## src/rtl/ddr3_stream_writer_if.sv

```systemverilog
// Handshake and ping-pong FIFO write-port bundle for ddr3_stream_writer.
// master = the writer block, slave = upstream source plus FIFO side.
interface ddr3_stream_writer_if;
  logic        in_valid;
  logic [31:0] in_data;
  logic        in_last;
  logic        in_ready;
  logic [1:0]  pp_ready;
  logic [1:0]  pp_activate;
  logic [23:0] pp_size;
  logic        pp_strobe;
  logic [31:0] pp_data;
  logic        busy;
  logic [31:0] words_total;

  modport master (
    input  in_valid, in_data, in_last, pp_ready, pp_size,
    output in_ready, pp_activate, pp_strobe, pp_data, busy, words_total
  );

  modport slave (
    output in_valid, in_data, in_last, pp_ready, pp_size,
    input  in_ready, pp_activate, pp_strobe, pp_data, busy, words_total
  );
endinterface

```

## src/rtl/ddr3_stream_writer.sv

```systemverilog
// Streams 32-bit words into a ping-pong FIFO, owning one buffer at a time.
// Define DDR3_STREAM_WRITER_TIMEOUT_EN to flush partial buffers after TIMEOUT_CYCLES idle cycles.
module ddr3_stream_writer #(
  parameter int unsigned TIMEOUT_CYCLES = 32
) (
  input logic                  clk,
  input logic                  rst,
  ddr3_stream_writer_if.master bus
);
  localparam logic [1:0] IDLE    = 2'd0;
  localparam logic [1:0] FILL    = 2'd1;
  localparam logic [1:0] RELEASE = 2'd2;
  localparam logic [1:0] GUARD   = 2'd3;

  if (TIMEOUT_CYCLES < 1 || TIMEOUT_CYCLES > 65535) begin : g_bad_timeout
    $error("ddr3_stream_writer: TIMEOUT_CYCLES must be within 1..65535");
  end

  logic [1:0]  state_q, state_d;
  logic [1:0]  pp_activate_q, pp_activate_d;
  logic        pp_strobe_q, pp_strobe_d;
  logic [31:0] pp_data_q, pp_data_d;
  logic [23:0] fill_q, fill_d;
  logic [31:0] words_total_q, words_total_d;
  logic        in_ready;
  logic        accept;
`ifdef DDR3_STREAM_WRITER_TIMEOUT_EN
  logic [15:0] idle_q, idle_d;
`endif

  always_comb begin
    state_d       = state_q;
    pp_activate_d = pp_activate_q;
    pp_strobe_d   = 1'b0;
    pp_data_d     = pp_data_q;
    fill_d        = fill_q;
    words_total_d = words_total_q;
    // Pending release is expressed by RELEASE/GUARD, so FILL alone gates acceptance.
    in_ready      = (state_q == FILL) && (fill_q < bus.pp_size);
    accept        = bus.in_valid && in_ready;

    if (accept) begin
      pp_strobe_d   = 1'b1;
      pp_data_d     = bus.in_data;
      fill_d        = fill_q + 24'd1;
      words_total_d = words_total_q + 32'd1;
    end

    case (state_q)
      IDLE: begin
        if (bus.pp_ready != '0) begin
          pp_activate_d = bus.pp_ready[0] ? 2'b01 : 2'b10;
          fill_d        = '0;
          state_d       = FILL;
        end
      end
      FILL: begin
        if (accept && (bus.in_last || fill_d == bus.pp_size)) begin
          state_d = RELEASE;
        end
      end
      RELEASE: begin
        pp_activate_d = '0;
        state_d       = GUARD;
      end
      default: state_d = IDLE;
    endcase

`ifdef DDR3_STREAM_WRITER_TIMEOUT_EN
    // Counter only runs on a non-empty buffer, so a timeout never releases zero words.
    idle_d = '0;
    if (state_q == FILL && !accept && fill_q != '0) begin
      idle_d = idle_q + 16'd1;
      if (idle_d == 16'(TIMEOUT_CYCLES)) begin
        state_d = RELEASE;
      end
    end
`endif
  end

  always_ff @(posedge clk) begin
    if (rst) begin
      state_q       <= IDLE;
      pp_activate_q <= '0;
      pp_strobe_q   <= 1'b0;
      pp_data_q     <= '0;
      fill_q        <= '0;
      words_total_q <= '0;
`ifdef DDR3_STREAM_WRITER_TIMEOUT_EN
      idle_q        <= '0;
`endif
    end else begin
      state_q       <= state_d;
      pp_activate_q <= pp_activate_d;
      pp_strobe_q   <= pp_strobe_d;
      pp_data_q     <= pp_data_d;
      fill_q        <= fill_d;
      words_total_q <= words_total_d;
`ifdef DDR3_STREAM_WRITER_TIMEOUT_EN
      idle_q        <= idle_d;
`endif
    end
  end

  assign bus.in_ready    = in_ready;
  assign bus.pp_activate = pp_activate_q;
  assign bus.pp_strobe   = pp_strobe_q;
  assign bus.pp_data     = pp_data_q;
  assign bus.busy        = (state_q != IDLE);
  assign bus.words_total = words_total_q;
endmodule

```

## src/flat_wrapper.sv

```systemverilog
// flat-port wrapper written by rule: the top's interface ports become plain ports
module ddr3_stream_writer_flat 
#(
  parameter int unsigned TIMEOUT_CYCLES = 32
)
  (clk, rst, bus_in_valid, bus_in_data, bus_in_last, bus_pp_ready, bus_pp_size, bus_in_ready, bus_pp_activate, bus_pp_strobe, bus_pp_data, bus_busy, bus_words_total);
  ddr3_stream_writer_if bus_i ();
  input logic clk;
  input logic rst;
  input wire logic [$bits(bus_i.in_valid)-1:0] bus_in_valid;
  input wire logic [$bits(bus_i.in_data)-1:0] bus_in_data;
  input wire logic [$bits(bus_i.in_last)-1:0] bus_in_last;
  input wire logic [$bits(bus_i.pp_ready)-1:0] bus_pp_ready;
  input wire logic [$bits(bus_i.pp_size)-1:0] bus_pp_size;
  output wire logic [$bits(bus_i.in_ready)-1:0] bus_in_ready;
  output wire logic [$bits(bus_i.pp_activate)-1:0] bus_pp_activate;
  output wire logic [$bits(bus_i.pp_strobe)-1:0] bus_pp_strobe;
  output wire logic [$bits(bus_i.pp_data)-1:0] bus_pp_data;
  output wire logic [$bits(bus_i.busy)-1:0] bus_busy;
  output wire logic [$bits(bus_i.words_total)-1:0] bus_words_total;
  assign bus_i.in_valid = bus_in_valid;
  assign bus_i.in_data = bus_in_data;
  assign bus_i.in_last = bus_in_last;
  assign bus_i.pp_ready = bus_pp_ready;
  assign bus_i.pp_size = bus_pp_size;
  assign bus_in_ready = bus_i.in_ready;
  assign bus_pp_activate = bus_i.pp_activate;
  assign bus_pp_strobe = bus_i.pp_strobe;
  assign bus_pp_data = bus_i.pp_data;
  assign bus_busy = bus_i.busy;
  assign bus_words_total = bus_i.words_total;
  ddr3_stream_writer #(.TIMEOUT_CYCLES(TIMEOUT_CYCLES)) u_core (.clk(clk), .rst(rst), .bus(bus_i));
endmodule
```

## config.mk

```make
export PLATFORM = sky130hd
export DESIGN_NAME = ddr3_stream_writer_flat
export DESIGN_NICKNAME = d
export VERILOG_FILES = /design/src/rtl/ddr3_stream_writer_if.sv /design/src/rtl/ddr3_stream_writer.sv /design/src/flat_wrapper.sv
export SDC_FILE = /design/constraint.sdc
export NUM_CORES = 1
export LEC_CHECK = 0
export BUFFER_PORTS_ARGS = -buffer_cell sky130_fd_sc_hd__buf_4
export CAP_MARGIN = 20
export CORE_MARGIN = 4
export CORE_UTILIZATION = 35
export CTS_BUF_LIST = sky130_fd_sc_hd__clkbuf_4 sky130_fd_sc_hd__clkbuf_8
export CTS_CLUSTER_SIZE = 24
export DETAILED_ROUTE_END_ITERATION = 10
export HOLD_SLACK_MARGIN = 0.03
export PLACE_DENSITY = 0.56
export RECOVER_POWER = 25
export SLEW_MARGIN = 15
export SYNTH_ARGS = -nofsm -noshare
export SYNTH_HDL_FRONTEND = slang
export SYNTH_SLANG_ARGS = --single-unit
```

## constraint.sdc

```tcl
create_clock -name clk -period 4.76 [get_ports clk]
set_input_delay 0.714 -clock clk [delete_from_list [all_inputs] [get_ports clk]]
set_output_delay 0.714 -clock clk [all_outputs]
set_load 0.02 [all_outputs]
```

# ---- Yosys cells after proc, flatten, opt, wreduce, memory -nomap -nowiden
# Cells that the tools add are included.
dict set report word_totals {
  reg_bits 93
  inputBits 62
  out_inout_bits 69
  word_cells 34
}
dict set report classes {
  add_sub_neg 2
  magnitude_cmp 1
  n_eq_ne 5
  muxes 10
  n_reduce_logical 10
}
# operator n
set ops {}
lappend ops {{24-bit 2-to-1 mux} 3}
lappend ops {{32-bit by 1-bit adder with 32-bit output, second input constant} 1}
lappend ops {{24-bit by 1-bit adder with 24-bit output, second input constant} 1}
lappend ops {{24-bit == test} 1}
lappend ops {{24-bit < comparator} 1}
lappend ops {{2-bit 2-to-1 mux} 4}
lappend ops {{2-bit one-hot mux with 3 select lines} 1}
lappend ops {{2-bit nonzero test} 3}
lappend ops {{2-bit one-hot mux with 2 select lines} 1}
lappend ops {{2-bit AND reduction} 2}
lappend ops {{1-bit logical AND} 3}
lappend ops {{2-bit by 1-bit == test with 1-bit output, second input constant} 1}
lappend ops {{2-bit == test, second input constant} 1}
lappend ops {{2-bit zero test} 1}
lappend ops {{2-bit by 1-bit != test with 1-bit output, second input constant} 1}
lappend ops {{2-bit != test, second input constant} 1}
lappend ops {{1-bit logical OR} 1}
lappend ops {{1-bit 2-to-1 mux} 1}

# ---- Longest topological paths before layout
# Gate-level depths: netlist of the first run.
dict set report logic_depth {
  word_depth 9
  depth_mapped 14
  depth_no_buf 13
}

# ---- Least setup slack after synthesis of the first run
# No wires, ideal clock.
dict set report synth_path {
  path_type {input -> register}
  from {input bus_pp_size[11]}
  to {register u_core.state_q[0]}
  setup_time_ns 0.127
  t_arrival_ns 3.748
  required_ns 4.633
  setup_slack_ns 0.885
  stages 12
  path_buffers 0
  path_cell_list {inv_1 ha_1 and2_1 a221o_1 a2bb2oi_1 o211ai_2 or4_1 xnor2_1 a2111oi_0 nand4_1 o21ai_1 or3b_1}
}
dict set report synth_between {
  elab_chain_len 9
}
# item line
set synth_rtl {}
lappend synth_rtl {{start: declaration} flat_wrapper.sv:14} ;# input wire logic [$bits(bus_i.pp_size)-1:0] bus_pp_size;
lappend synth_rtl {{24-bit < comparator} ddr3_stream_writer.sv:39} ;# in_ready = (state_q == FILL) && (fill_q < bus.pp_size);
lappend synth_rtl {{1-bit logical AND} ddr3_stream_writer.sv:39}
lappend synth_rtl {{1-bit logical AND} ddr3_stream_writer.sv:40} ;# accept = bus.in_valid && in_ready;
lappend synth_rtl {{24-bit 2-to-1 mux} ddr3_stream_writer.sv:42} ;# if (accept) begin
lappend synth_rtl {{24-bit == test} ddr3_stream_writer.sv:58} ;# if (accept && (bus.in_last || fill_d == bus.pp_size)) begin
lappend synth_rtl {{1-bit logical OR} ddr3_stream_writer.sv:58}
lappend synth_rtl {{1-bit logical AND *} ddr3_stream_writer.sv:58}
lappend synth_rtl {{2-bit != test (no source line) *} -}
lappend synth_rtl {{2-bit AND reduction (no source line) *} -}
lappend synth_rtl {{end signal: assignment} ddr3_stream_writer.sv:93} ;# state_q <= state_d;
lappend synth_rtl {{end: declaration} ddr3_stream_writer.sv:19} ;# logic [1:0] state_q, state_d;
# Every way passes the cells marked *; elsewhere a longest branch is shown, timed or not.
# A chain may end at the register's enable or synchronous reset.

# ---- Final worst setup path of the first run
dict set report layout_path {
  from {register u_core.fill_q[11]}
  to {register u_core.state_q[0]}
}
dict set report layout_between {
  elab_chain_len 9
  word_cells_on_any_way 10
  cone_classes {1 x add/sub; 1 x order compare; 2 x eq/ne; 1 x mux; 5 x reduce/logical}
}
# item line
set layout_rtl {}
lappend layout_rtl {{start: declaration} ddr3_stream_writer.sv:23} ;# logic [23:0] fill_q, fill_d;
lappend layout_rtl {{start signal: assignment} ddr3_stream_writer.sv:97} ;# fill_q <= fill_d;
lappend layout_rtl {{24-bit < comparator} ddr3_stream_writer.sv:39}
lappend layout_rtl {{1-bit logical AND} ddr3_stream_writer.sv:39}
lappend layout_rtl {{1-bit logical AND} ddr3_stream_writer.sv:40}
lappend layout_rtl {{24-bit 2-to-1 mux} ddr3_stream_writer.sv:42}
lappend layout_rtl {{24-bit == test} ddr3_stream_writer.sv:58}
lappend layout_rtl {{1-bit logical OR} ddr3_stream_writer.sv:58}
lappend layout_rtl {{1-bit logical AND *} ddr3_stream_writer.sv:58}
lappend layout_rtl {{2-bit != test (no source line) *} -}
lappend layout_rtl {{2-bit AND reduction (no source line) *} -}
# Marks and branches as above.

==> results of run 1 <==
-- synthesized netlist by cell type, types with 4 or more instances --
library cell,number,share of area
sky130_fd_sc_hd__nand4_2,4,0.0093
sky130_fd_sc_hd__nor4_1,5,0.0058
sky130_fd_sc_hd__buf_2,4,0.0037
sky130_fd_sc_hd__nand2b_1,6,0.0070
sky130_fd_sc_hd__ha_1,29,0.068
sky130_fd_sc_hd__or3_1,9,0.010
sky130_fd_sc_hd__o21ai_0,14,0.013
sky130_fd_sc_hd__and3_1,12,0.014
sky130_fd_sc_hd__nand2_1,108,0.075
sky130_fd_sc_hd__nand3_1,18,0.017
sky130_fd_sc_hd__nor3_1,18,0.017
sky130_fd_sc_hd__a31oi_1,4,0.0047
sky130_fd_sc_hd__clkbuf_1,22,0.015
sky130_fd_sc_hd__nand4_1,20,0.023
sky130_fd_sc_hd__dfxtp_1,93,0.35
sky130_fd_sc_hd__xnor2_1,37,0.060
sky130_fd_sc_hd__and4_1,4,0.0065
sky130_fd_sc_hd__nor2_1,68,0.048
sky130_fd_sc_hd__inv_1,37,0.026
sky130_fd_sc_hd__xor2_1,24,0.039
sky130_fd_sc_hd__o21a_1,5,0.0070
sky130_fd_sc_hd__a21oi_1,60,0.056
-- how the worst max path moves through the flow --
stage / end / startpoint / cells after the start / slack [ns]
finish: u_core.state_q[0] / u_core.fill_q[11] / 11 / 0.85
global route: u_core.state_q[0] / u_core.fill_q[11] / 11 / 0.52
floorplan: u_core.state_q[0] / bus_pp_size[11] / 12 / 0.88
CTS: u_core.state_q[0] / u_core.fill_q[11] / 11 / 0.78
detailed placement: u_core.state_q[0] / bus_pp_size[11] / 13 / 0.43
global placement: u_core.state_q[0] / bus_pp_size[11] / 13 / 0.50
-- worst max-delay path, delay by kind of cell (launching register included) --
family	cells	cell delay, ns
adders and majority gates	1	0.31
and+or+nand+nor	4	1.34
xor gates and xnor gates	1	0.17
DFF	1	0.52
AOI/OAI and AO/OA	5	1.46
-- final cells by class --
type | count | area share
tap | 188 | 0.0357
inverter | 38 | 0.0216
clock buffer | 9 | 0.0188
multi-input combinational | 512 | 0.496
clock inverter | 7 | 0.0123
timing repair buffer | 137 | 0.133
sequential | 93 | 0.282
-- flip-flops by register name, summed over array words and instances, names as in the netlist --
register                cells
u_core.fill_q              24
u_core.bus.pp_strobe        1
u_core.bus.pp_data         32
u_core.state_q              2
u_core.bus.words_total     32
u_core.bus.pp_activate      2
-- logic make-up after synthesis --
family                   Yosys count  synth area share
AO/OA/AOI/OAI                    123             0.157
XOR/XNOR                          62             0.104
adder cells (fa/ha/maj)           29            0.0676
buffers and inverters             66            0.0471
flip-flops                        93             0.347
multiplexers                       1           0.00186
AND/OR/NAND/NOR                  297             0.276
-- report_power, final --
part | total (mW) | internal (mW) | switching [mW] | leakage, nW
clock | 0.559 | 0.250 | 0.309 | 0.106
sequential | 0.901 | 0.851 | 0.0496 | 0.753
combinational | 0.741 | 0.249 | 0.492 | 1.76
total | 2.20 | 1.35 | 0.850 | 2.62
-- routing by layer --
metal | wire length, µm | up-vias
met4 | 395 | 0
met1 | 6800 | 2428
met5 | 0 | -
met2 | 7430 | 160
li1 | - | 2571
met3 | 1040 | 24
-- per-stage QoR --
step / hold slack (ns) / utilization
2_1_floorplan: 0.499 / -
3_3_place_gp: 0.444 / 0.432
3_5_place_dp: 0.448 / 0.432
4_1_cts: 0.463 / 0.446
5_1_grt: 0.478 / 0.436
6_report: 0.457 / 0.436
==> metrics.sh, run 1 <==
CHIPWIDTH_UM=132
LAYOUT.CELLS.MOST_COMMON_LIST='sky130_fd_sc_hd__nand2_1, sky130_fd_sc_hd__buf_4, sky130_fd_sc_hd__dfxtp_1'
ROUTED_WL_UM=15700
FIRST_GLOBAL_VIAS=5117
FP.DIEAREA_UM2=17400
MAX_FREQ_MHz=256
HOLD-PATH-CELL-COUNT=2
HOLD_VIOLATION_TOTAL_FROM_THE_FINAL_REPORT=0
COREAREA_UM2=15100
MAXIMUM_CAPACITANCE_VIOLATIONS=0
CLOCK_TREE.ROOT_CELL='sky130_fd_sc_hd__clkbuf_8'
DIE-HEIGHT_UM=132
REMAINING_NUMBER_OF_NETS_FLAGGED_BY_THE_ANTENNA_CHECK_AFTER_ROUTING=0
AREA.SEQUENTIAL_UM2=1860
GRT-BUSIEST-LAYER='met2'
WORST_CASE_HEADROOM_TO_THE_MAX_SLEW_LIMIT=0.350
WL_PER_CELL_UM=15.9
TRACK_USAGE=0.177
SYNTH.DISTINCT_CELLS=66
FINALCRITPERIODSHARE=0.821
REMAINING_DRC_ERRORS=0
INSERTEDDIODECOUNT=0
CLOCK_LATENCY_REPORTED_FOR_THE_LATE_SIDE_OF_THE_WORST_SKEW_PAIR_NS=0.38
TIMING.CRITICAL_PATH.TO_TYPE='flip-flop'
WIRE_LENGTH_OF_THE_FIRST_GLOBAL_ROUTING_PASS_UM=25400
SYN_STD_CELL_AREA_UM2=5370
FINALCLOCKSKEW_NS=0.0135
POST_ROUTE_CELLS_DRIVE_ABOVE_1_SHARE=0.170
HPWL_UM=12100
TIGHTEST_SLEW_NS=0.972
CTS.HOLD.BUFFERS_ADDED=0
TRITONCTS_NUM_SINKS=93
RR_WORST_DEPTH=11
POST-ROUTE-WORST-SETUP-SLACK_NS=0.851
WORST_R2R_ENDPOINT='u_core.state_q[0]'
FIN_CRIT_NS=3.91
SYNTH_CELLS=671
LEAKAGE_nW=2.62
DETAILEDROUTE.FIRSTITERATIONVIOLATIONS=214
SLOWEST_STAGE='sky130_fd_sc_hd__or4_1'
SYNTH.AVG_CELL_AREA_UM2=8.01
POST_LAYOUT_INSTANCE_AREA_UM2=6600
ASYNC_RESET_FF_FRAC=0
LAYOUT.CELLS.MOST_COMMON='sky130_fd_sc_hd__nand2_1'
WORST_R2R_SRC='u_core.fill_q[11]'
TIMING_MAX_TRANSITION_VIOLATIONS_FINAL=0
IOS=131
GLOBALROUTEMET3UTIL=0.0435
GRT_ANTENNA_BEFORE_REPAIR=0
MAXIMUM_NUMBER_OF_PINS_ON_ONE_NET_BEFORE_GLOBAL_ROUTE_REPAIR=73
CLOCK_BUFFERS_CREATED_BY_TRITONCTS=9
SETUP_TNS_FINAL_NS=0
STDCELL_COUNT=984
YS.WARNINGS.COUNT=0
R2R_SLACK_NS=0.85
FIRSTDRTPASSITERS=4
NET_COUNT_OF_THE_MAPPED_NETLIST=762
TIMING.CRITICAL_PATH.SLOWEST_CELL_DELAY_NS=0.55
INITIAL_UTILIZATION=0.355
RSZ0062_AT_GRT='false'
HOLD_PATH_END='u_core.bus.pp_data[24]'
CRITICALPATHCATEGORY='reg2reg'
POST-PLACE-WS_NS=0.433
NUMBER_OF_ENABLE_TYPE_REGISTER_CELLS_IN_THE_SYNTHESIZED_NETLIST=0
CRITPATHMAXFANOUT=9
DETAILROUTE.VIA_COUNT=5183
IO_BUFFER_COUNT=130
POWER.DENSITY_CELL_AREA_nW_PER_UM2=334
DOMINANTREGCELLSYNTH='sky130_fd_sc_hd__dfxtp_1'
MULTI_INPUT_COMB_AREA_UM2=3270
HTREE_LEVELS=3
FINALWEIGHTEDCONGESTION=0.928
HP-START='u_core.bus.pp_data[24]'
CTS_RESIZED=0
POST-PLACE-CELLS=968
HOLD_PATH_CLASS='reg2reg'
FINAL_NET_COUNT=882
OUTCOME='finished clean'
CLOCK_SLEW_AT_REPORTED_PATH_FFS_NS=0.09
CORE.ROWCOUNT=45
P_TOTAL_mW=2.20
CRITPATHLAUNCHTYPE='flip-flop'
CTS_POST_SETUP_BUFFERS_INSERTED=0
N_FILL_CELL=1580
ROUTE.DETAILED.VIAS_PER_INST=5.27
USE_MET2=0.296
VDD_DROP_MAX_mV=0.168
SYNTH-SEQ-CELLS=93
GLOBAL_ROUTE.USAGE.MET1=0.220
CP.ARRIVAL_NS=4.17
SYNTH.YOSYS.SEQ_AREA_SHARE=0.347
CTS_TREE='built'
CRITICAL_PATH_REQUIRED_NS=5.02
LAYOUT_OVERHEAD_ON_THE_SYNTHESIZED_AREA_PCT=22.8
CELL_AREA_REPORTED_AFTER_DETAILED_PLACEMENT_UM2=6540
OVERFLOW=0
PATH_CELLS='ha_1 -> and2_1 -> a221o_1 -> a2bb2oi_1 -> o211ai_2 -> or4_1 -> xnor2_1 -> a2111oi_0 -> nand4_1 -> o21ai_1 -> or3b_1'
BUFFER_LEVELS_ON_THE_LONGEST_CLOCK_PATH=2
SETUP-VIOLATIONS-FINAL=0
No activity file was read; power rests on OpenSTA's default activity.
==> inputs of run 2 (changes only) <==
--- a/config.mk
+++ b/config.mk
@@ -13,7 +13,7 @@
 export CTS_CLUSTER_SIZE = 24
 export DETAILED_ROUTE_END_ITERATION = 10
 export HOLD_SLACK_MARGIN = 0.03
-export PLACE_DENSITY = 0.56
+export PLACE_DENSITY = 0.58
 export RECOVER_POWER = 25
 export SLEW_MARGIN = 15
 export SYNTH_ARGS = -nofsm -noshare
==> constraint.sdc (replaced) <==
create_clock -name clk -period 3.55 [get_ports clk]
set_input_delay 0.5325 -clock clk [delete_from_list [all_inputs] [get_ports clk]]
set_output_delay 0.5325 -clock clk [all_outputs]
set_load 0.02 [all_outputs]
==> run 2 against run 1 <==
Compared with the run above: worst hold slack lost 0.054 ns; flip-flop and latch count is the same; first-iteration DRC count grew 58%; combinational power grew 62%; die area is the same; design area grew 14%; final cell count grew 11%; critical path depth grew 1; global-route usage grew 1.3 points; total power grew 40%; maximum frequency grew 10%; via count grew 9.2%; critical endpoint unchanged; largest power group unchanged; highest routed layer unchanged.
==> metrics.sh, run 2 (synthesis results as in run 1) <==
GRT_ANTENNA_BEFORE_REPAIR=0  # unchanged
AREA.SEQUENTIAL_UM2=1870  # +0.20%
CRITICALPATHCATEGORY='reg2reg'
REMAINING_DRC_ERRORS=0  # unchanged
FINALCRITPERIODSHARE=0.997  # +0.175
CP.ARRIVAL_NS=3.80  # -0.37 ns
SWITCHING_POWER_mW=1.20  # +41%
HOLDWS_NS=0.403  # -0.0544 ns
CELL_AREA_REPORTED_AFTER_DETAILED_PLACEMENT_UM2=7340  # +12%
OVERFLOW=0  # unchanged
HOLD-PATH-CELL-COUNT=3  # +1
ROUTE.DETAILED.VIAS_PER_INST=5.18  # -1.6%
P_TOTAL_mW=3.08  # +40%
FIN_CRIT_NS=3.54  # -0.371 ns
TIMING_MAX_TRANSITION_VIOLATIONS_FINAL=0  # unchanged
RSZ0062_AT_GRT='true'
WORST_R2R_SRC='u_core.fill_q[7]'
POST-ROUTE-WORST-SETUP-SLACK_NS=0.0123  # -0.839 ns
TIGHTEST_SLEW_NS=0.983  # +0.0111 ns
CORE.ROWCOUNT=45  # unchanged
CLOCK_LATENCY_REPORTED_FOR_THE_LATE_SIDE_OF_THE_WORST_SKEW_PAIR_NS=0.38  # about the same
SETUP_TNS_FINAL_NS=0  # unchanged
DETAILEDROUTE.FIRSTITERATIONVIOLATIONS=339  # +58%
CRITICAL_PATH_REQUIRED_NS=3.81  # -1.21 ns
COREAREA_UM2=15100  # unchanged
INSERTEDDIODECOUNT=0  # unchanged
HOLD_PATH_CLASS='in2reg'
CLKPWRFRAC=0.220  # -0.034
CLOCK_TREE.ROOT_CELL='sky130_fd_sc_hd__clkbuf_8'
POST-PLACE-CELLS=1073  # +11%
INITIAL_UTILIZATION=0.355  # unchanged
FIRSTDRTPASSITERS=5  # +1
HPWL_UM=13200  # +9.6%
HOLD_PATH_END='u_core.bus.pp_data[0]'
CLOCK_BUFFERS_CREATED_BY_TRITONCTS=9  # unchanged
WORST_R2R_ENDPOINT='u_core.state_q[0]'
N_FILL_CELL=1509  # -4.5%
CLOCK_SLEW_AT_REPORTED_PATH_FFS_NS=0.10  # about the same
BUFFER_LEVELS_ON_THE_LONGEST_CLOCK_PATH=2  # unchanged
REMAINING_NUMBER_OF_NETS_FLAGGED_BY_THE_ANTENNA_CHECK_AFTER_ROUTING=0  # unchanged
SETUP-VIOLATIONS-FINAL=0  # unchanged
TIMING.CRITICAL_PATH.TO_TYPE='flip-flop'
IOS=131  # unchanged
TIMING.CRITICAL_PATH.SLOWEST_CELL_DELAY_NS=0.47  # -0.08 ns
VDD_DROP_MAX_mV=0.230  # +37%
SLOWEST_STAGE='sky130_fd_sc_hd__or4b_1'
PATH_CELLS='ha_1 -> a21oi_1 -> o21a_1 -> o211a_1 -> buf_4 -> o2111ai_4 -> nor3_2 -> or4b_1 -> nor4_2 -> nand4_1 -> o21ai_1 -> or3b_1'
CRITPATHLAUNCHTYPE='flip-flop'
DETAILROUTE.VIA_COUNT=5661  # +9.2%
MAXIMUM_NUMBER_OF_PINS_ON_ONE_NET_BEFORE_GLOBAL_ROUTE_REPAIR=72  # -1.4%
CRITICAL_PATH_BUF_INV_COUNT=1  # +1
SW_FRAC_OF_TOTAL=0.388  # +0.00178
POST_LAYOUT_INSTANCE_AREA_UM2=7550  # +14%
FINAL_NET_COUNT=990  # +12%
FINALCLOCKSKEW_NS=0.0181  # +0.00468 ns
IO_BUFFER_COUNT=130  # unchanged
FINALWEIGHTEDCONGESTION=0.964  # +3.9%
WIRE_LENGTH_OF_THE_FIRST_GLOBAL_ROUTING_PASS_UM=27500  # +8.5%
STDCELL_COUNT=1092  # +11%
POST-PLACE-WS_NS=-0.472  # -0.905 ns
LAYOUT.CELLS.MOST_COMMON='sky130_fd_sc_hd__buf_4'
ROUTED_WL_UM=17000  # +8.2%
INTPOWER_mW=1.89  # +40%
POWER.DENSITY_CELL_AREA_nW_PER_UM2=408  # +22%
FP.DIEAREA_UM2=17400  # unchanged
MULTI_INPUT_COMB_AREA_UM2=3430  # +4.9%
CTS_TREE='built'
LEAKAGE_nW=3.12  # +19%
LAYOUT.CELLS.MOST_COMMON_LIST='sky130_fd_sc_hd__buf_4, sky130_fd_sc_hd__nand2_1, sky130_fd_sc_hd__dfxtp_1'
FIRST_GLOBAL_VIAS=5726  # +12%
DIE-HEIGHT_UM=132  # unchanged
HOLD_VIOLATION_TOTAL_FROM_THE_FINAL_REPORT=0  # unchanged
CHIPWIDTH_UM=132  # unchanged
POWER.SHARE.COMBINATIONAL=0.390  # +0.053
CRITICAL_PATH.TOP_DELAY_FAMILY='simple AND/OR/NAND/NOR gates'
SEQUENTIALPOWERSHARE=0.390  # -0.019
FINAL_UTIL=0.498  # +0.0628
HTREE_LEVELS=3  # unchanged
POST_ROUTE_CELLS_DRIVE_ABOVE_1_SHARE=0.289  # +0.119
RR_WORST_DEPTH=12  # +1
CRITPATHMAXFANOUT=3  # -6
LAYOUT_OVERHEAD_ON_THE_SYNTHESIZED_AREA_PCT=40.5
HP-START='bus_in_data[0]'
R2R_SLACK_NS=0.01  # -0.84 ns
TRITONCTS_NUM_SINKS=93  # unchanged
WORST_CASE_HEADROOM_TO_THE_MAX_SLEW_LIMIT=0.343  # -0.00740
OUTCOME='finished clean'
MAX_FREQ_MHz=283  # +10%
TRACK_USAGE=0.191  # +0.0131
MAXIMUM_CAPACITANCE_VIOLATIONS=0  # unchanged
WL_PER_CELL_UM=15.5  # -2.5%
==> run 2: worst min-delay path, stage by stage <==
cell and delay, ns:
sky130_fd_sc_hd__buf_4 0.11, sky130_fd_sc_hd__nand2_1 0.05, sky130_fd_sc_hd__a21oi_1 0.05
==> run 2: final cells by class <==
type | count | share of cell area
inverter | 38 | 0.0189
sequential | 93 | 0.247
tap | 188 | 0.0312
multi-input combinational | 512 | 0.455
timing repair buffer | 245 | 0.224
clock buffer | 10 | 0.0174
clock inverter | 6 | 0.00630
==> run 2: how the worst max path moves through the flow <==
stage / endpoint / startpoint / slack, ns / cells after the start
after floorplan: u_core.state_q[0] / bus_pp_size[11] / 0.04 / 12
after global placement: u_core.state_q[0] / bus_pp_size[11] / -0.38 / 13
after detailed placement: u_core.state_q[0] / bus_pp_size[11] / -0.47 / 13
after CTS: u_core.state_q[0] / u_core.fill_q[16] / 0.002 / 14
after global routing: u_core.state_q[0] / u_core.fill_q[1] / -0.09 / 11
final: u_core.state_q[0] / u_core.fill_q[7] / 0.01 / 12
==> run 2: timing repair <==
action,CTS,global route
gates resized for setup,3,25
setup endpoints to repair,2,8
pin swaps,1,13
hold buffers,0,0
setup buffers,0,3
==> run 2: layer usage <==
layer  part of all wire  vias to the layer above  track usage  routed length, µm
met4              0.021                        0       0.0718                356
met5                  0                        -            0                  0
met3              0.071                       25       0.0550               1210
met2               0.49                      183        0.324               8340
li1                   -                     2788            -                  -
met1               0.42                     2665        0.228               7060
==> run 2: power groups by stage <==
stage	clock network [mW]	registers (mW)	logic, mW
2_1_floorplan	0	1.32	0.552
3_3_place_gp	0	1.22	1.19
3_5_place_dp	0	1.23	1.22
4_1_cts	0.704	1.21	1.23
5_1_grt	0.746	1.21	1.33
6_report	0.677	1.20	1.20
==> inputs of run 3 (changes only) <==
--- a/config.mk
+++ b/config.mk
@@ -15,6 +15,7 @@
 export HOLD_SLACK_MARGIN = 0.03
 export PLACE_DENSITY = 0.58
 export RECOVER_POWER = 25
+export REMOVE_ABC_BUFFERS = 1
 export SLEW_MARGIN = 15
 export SYNTH_ARGS = -nofsm -noshare
 export SYNTH_HDL_FRONTEND = slang
==> run 3 against run 2 <==
Compared with the run above: maximum frequency about the same; clock skew about the same; register-to-register slack about the same; global-route usage rose by 0.84 points; critical path type unchanged; largest cell class unchanged.
==> metrics.sh, run 3 (synthesis results as in run 1) <==
OUTCOME='finished clean'
ROUTED_WL_UM=17500  # +3.1%
FIN_CRIT_NS=3.54  # -0.00191 ns
TIGHTEST_SLEW_NS=0.967  # -0.0166 ns
FIRST_GLOBAL_VIAS=5550  # -3.1%
N_FILL_CELL=1482  # -1.8%
REMAINING_NUMBER_OF_NETS_FLAGGED_BY_THE_ANTENNA_CHECK_AFTER_ROUTING=0  # unchanged
BUFFER_LEVELS_ON_THE_LONGEST_CLOCK_PATH=2  # unchanged
IO_BUFFER_COUNT=130  # unchanged
CRITPATHMAXFANOUT=4  # +1
SETUP_TNS_FINAL_NS=0  # unchanged
FINALWEIGHTEDCONGESTION=0.936  # -2.9%
ROUTE.DETAILED.VIAS_PER_INST=5.12  # -1.2%
RSZ0062_AT_GRT='true'
GRT_ANTENNA_BEFORE_REPAIR=0  # unchanged
CP.ARRIVAL_NS=3.81  # about the same
PATH_CELLS='ha_4 -> and2_4 -> a221o_1 -> buf_6 -> o2bb2ai_4 -> buf_6 -> a2111oi_4 -> nor3_2 -> or4b_4 -> nor4_4 -> nand4_1 -> o21ai_1 -> or3b_1'
REMAINING_DRC_ERRORS=0  # unchanged
CRITICAL_PATH_BUF_INV_COUNT=2  # +1
TIMING.CRITICAL_PATH.TO_TYPE='flip-flop'
LEAKAGE_nW=3.23  # +3.5%
WIRE_LENGTH_OF_THE_FIRST_GLOBAL_ROUTING_PASS_UM=28400  # +3.3%
TRITONCTS_NUM_SINKS=93  # unchanged
MAX_FREQ_MHz=283  # about the same
MAXIMUM_CAPACITANCE_VIOLATIONS=0  # unchanged
CTS.HOLD.BUFFERS_ADDED=0  # unchanged
POWER.DENSITY_CELL_AREA_nW_PER_UM2=400  # -1.9%
CRITICAL_PATH.TOP_DELAY_FAMILY='simple AND/OR/NAND/NOR gates'
CLOCK_LATENCY_REPORTED_FOR_THE_LATE_SIDE_OF_THE_WORST_SKEW_PAIR_NS=0.39  # about the same
POST_ROUTE_CELLS_DRIVE_ABOVE_1_SHARE=0.312  # +0.0228
CHIPWIDTH_UM=132  # unchanged
FINALCRITPERIODSHARE=0.996  # about the same
HOLDWS_NS=0.384  # -0.0188 ns
COREAREA_UM2=15100  # unchanged
FINAL_NET_COUNT=1004  # +1.4%
POST-PLACE-CELLS=1081  # +0.75%
TIMING_MAX_TRANSITION_VIOLATIONS_FINAL=0  # unchanged
CTS_TREE='built'
LAYOUT.CELLS.MOST_COMMON='sky130_fd_sc_hd__buf_4'
TRACK_USAGE=0.199  # +0.00841
CORE.ROWCOUNT=45  # unchanged
LAYOUT.CELLS.MOST_COMMON_LIST='sky130_fd_sc_hd__buf_4, sky130_fd_sc_hd__nand2_1, sky130_fd_sc_hd__dfxtp_1'
SETUP-VIOLATIONS-FINAL=0  # unchanged
CRITPATHLAUNCHTYPE='flip-flop'
WORST_CASE_HEADROOM_TO_THE_MAX_SLEW_LIMIT=0.354  # +0.0111
INSERTEDDIODECOUNT=0  # unchanged
HPWL_UM=13700  # +3.7%
HOLD_PATH_CLASS='in2reg'
OVERFLOW=0  # unchanged
VDD_DROP_MAX_mV=0.285  # +24%
TIMING.CRITICAL_PATH.SLOWEST_CELL_DELAY_NS=0.54  # +0.07 ns
INITIAL_UTILIZATION=0.355  # unchanged
DETAILEDROUTE.FIRSTITERATIONVIOLATIONS=338  # -0.29%
MAXIMUM_NUMBER_OF_PINS_ON_ONE_NET_BEFORE_GLOBAL_ROUTE_REPAIR=57  # -21%
STDCELL_COUNT=1106  # +1.3%
CLOCK_BUFFERS_CREATED_BY_TRITONCTS=9  # unchanged
FINALCLOCKSKEW_NS=0.0181  # -0.0000334 ns
CRITICALPATHCATEGORY='reg2reg'
FP.DIEAREA_UM2=17400  # unchanged
IOS=131  # unchanged
CRITICAL_PATH_REQUIRED_NS=3.83  # +0.02 ns
HOLD_VIOLATION_TOTAL_FROM_THE_FINAL_REPORT=0  # unchanged
WL_PER_CELL_UM=15.8  # +1.8%
FINAL_UTIL=0.511  # +0.0123
CLOCK_TREE.ROOT_CELL='sky130_fd_sc_hd__clkbuf_8'
DIE-HEIGHT_UM=132  # unchanged
MOST_COMMON_CELL_ON_CRIT_PATH='sky130_fd_sc_hd__buf_6'
HTREE_LEVELS=3  # unchanged
SLOWEST_STAGE='sky130_fd_sc_hd__or4b_4'
LAYOUT_OVERHEAD_ON_THE_SYNTHESIZED_AREA_PCT=44.0
FIRSTDRTPASSITERS=4  # -1
CLOCK_SLEW_AT_REPORTED_PATH_FFS_NS=0.11  # about the same
DETAILROUTE.VIA_COUNT=5666  # +0.088%
-- run 3: cell types whose count changed in the layout (fill, tap and decap cells not counted), moves of 2 or more --
cell / before / now
sky130_fd_sc_hd__buf_4: 204 / 215
sky130_fd_sc_hd__dfxtp_1: 90 / 86
sky130_fd_sc_hd__dfxtp_2: 3 / 7
sky130_fd_sc_hd__buf_6: 1 / 4
sky130_fd_sc_hd__ha_4: 2 / 5
sky130_fd_sc_hd__ha_1: 26 / 24
sky130_fd_sc_hd__a2111oi_2: 3 / 5
sky130_fd_sc_hd__a2111oi_1: 2 / 0
-- run 3: routing by layer --
metal	vias to the layer above	wire length, µm	share of wire	GRT usage
met4	0	386	0.022	0.0712
met5	-	0	0	0
met3	25	1040	0.059	0.0504
li1	2813	-	-	-
met2	157	8140	0.47	0.321
met1	2671	7920	0.45	0.258
-- run 3: area by class of cell --
class | count | area, µm² | area share
Clock buffer | 9 | 124 | 0.0160
Sequential cell | 93 | 1870 | 0.242
Timing Repair Buffer | 259 | 1810 | 0.234
Clock inverter | 7 | 63.8 | 0.00825
Multi-Input combinational cell | 512 | 3490 | 0.451
Inverter | 38 | 143 | 0.0184
Tap cell | 188 | 235 | 0.0304
-- run 3: worst register-to-register path, delay by kind of cell, from the launching register on --
family,cells,cell delay (ns)
AOI/OAI and AO/OA,4,0.93
adders and majority gates,1,0.20
buffers and inverters,2,0.29
DFF,1,0.37
and+or+nand+nor,6,1.64
-- run 3: where the power goes --
part | total, mW | switching, mW | leakage (nW) | internal, mW
clock | 0.714 | 0.443 | 0.0903 | 0.271
combinational | 1.18 | 0.715 | 2.39 | 0.460
sequential | 1.21 | 0.0648 | 0.757 | 1.14
total | 3.10 | 1.22 | 3.23 | 1.87
-- run 3: per-stage QoR --
step           worst slack, ns  cell area, µm²  total power [mW]
3_3_place_gp            -0.621            7390              2.41
4_1_cts                 0.0118            7720              3.17
3_5_place_dp            -0.625            7390              2.44
5_1_grt                 -0.153            7730              3.28
2_1_floorplan           -0.879            5260              1.84
6_report                0.0142            7730              3.10
-- run 3: final timing paths --
path	end	depth (start not counted)	slack, ns	from
max reg2reg	u_core.state_q[0]	13	0.01	u_core.fill_q[11]
max	u_core.state_q[0]	13	0.01	u_core.fill_q[11]
min reg2reg	u_core.bus.pp_data[22]	2	0.46	u_core.bus.pp_data[22]
min	u_core.bus.pp_data[31]	3	0.38	bus_in_data[31]
-- run 3: timing repair --
action	CTS	global route
pin swaps	12	14
buffers inserted	5	4
gates resized for setup	22	21
hold endpoints to repair	0	0
endpoints found under the setup margin	2	8
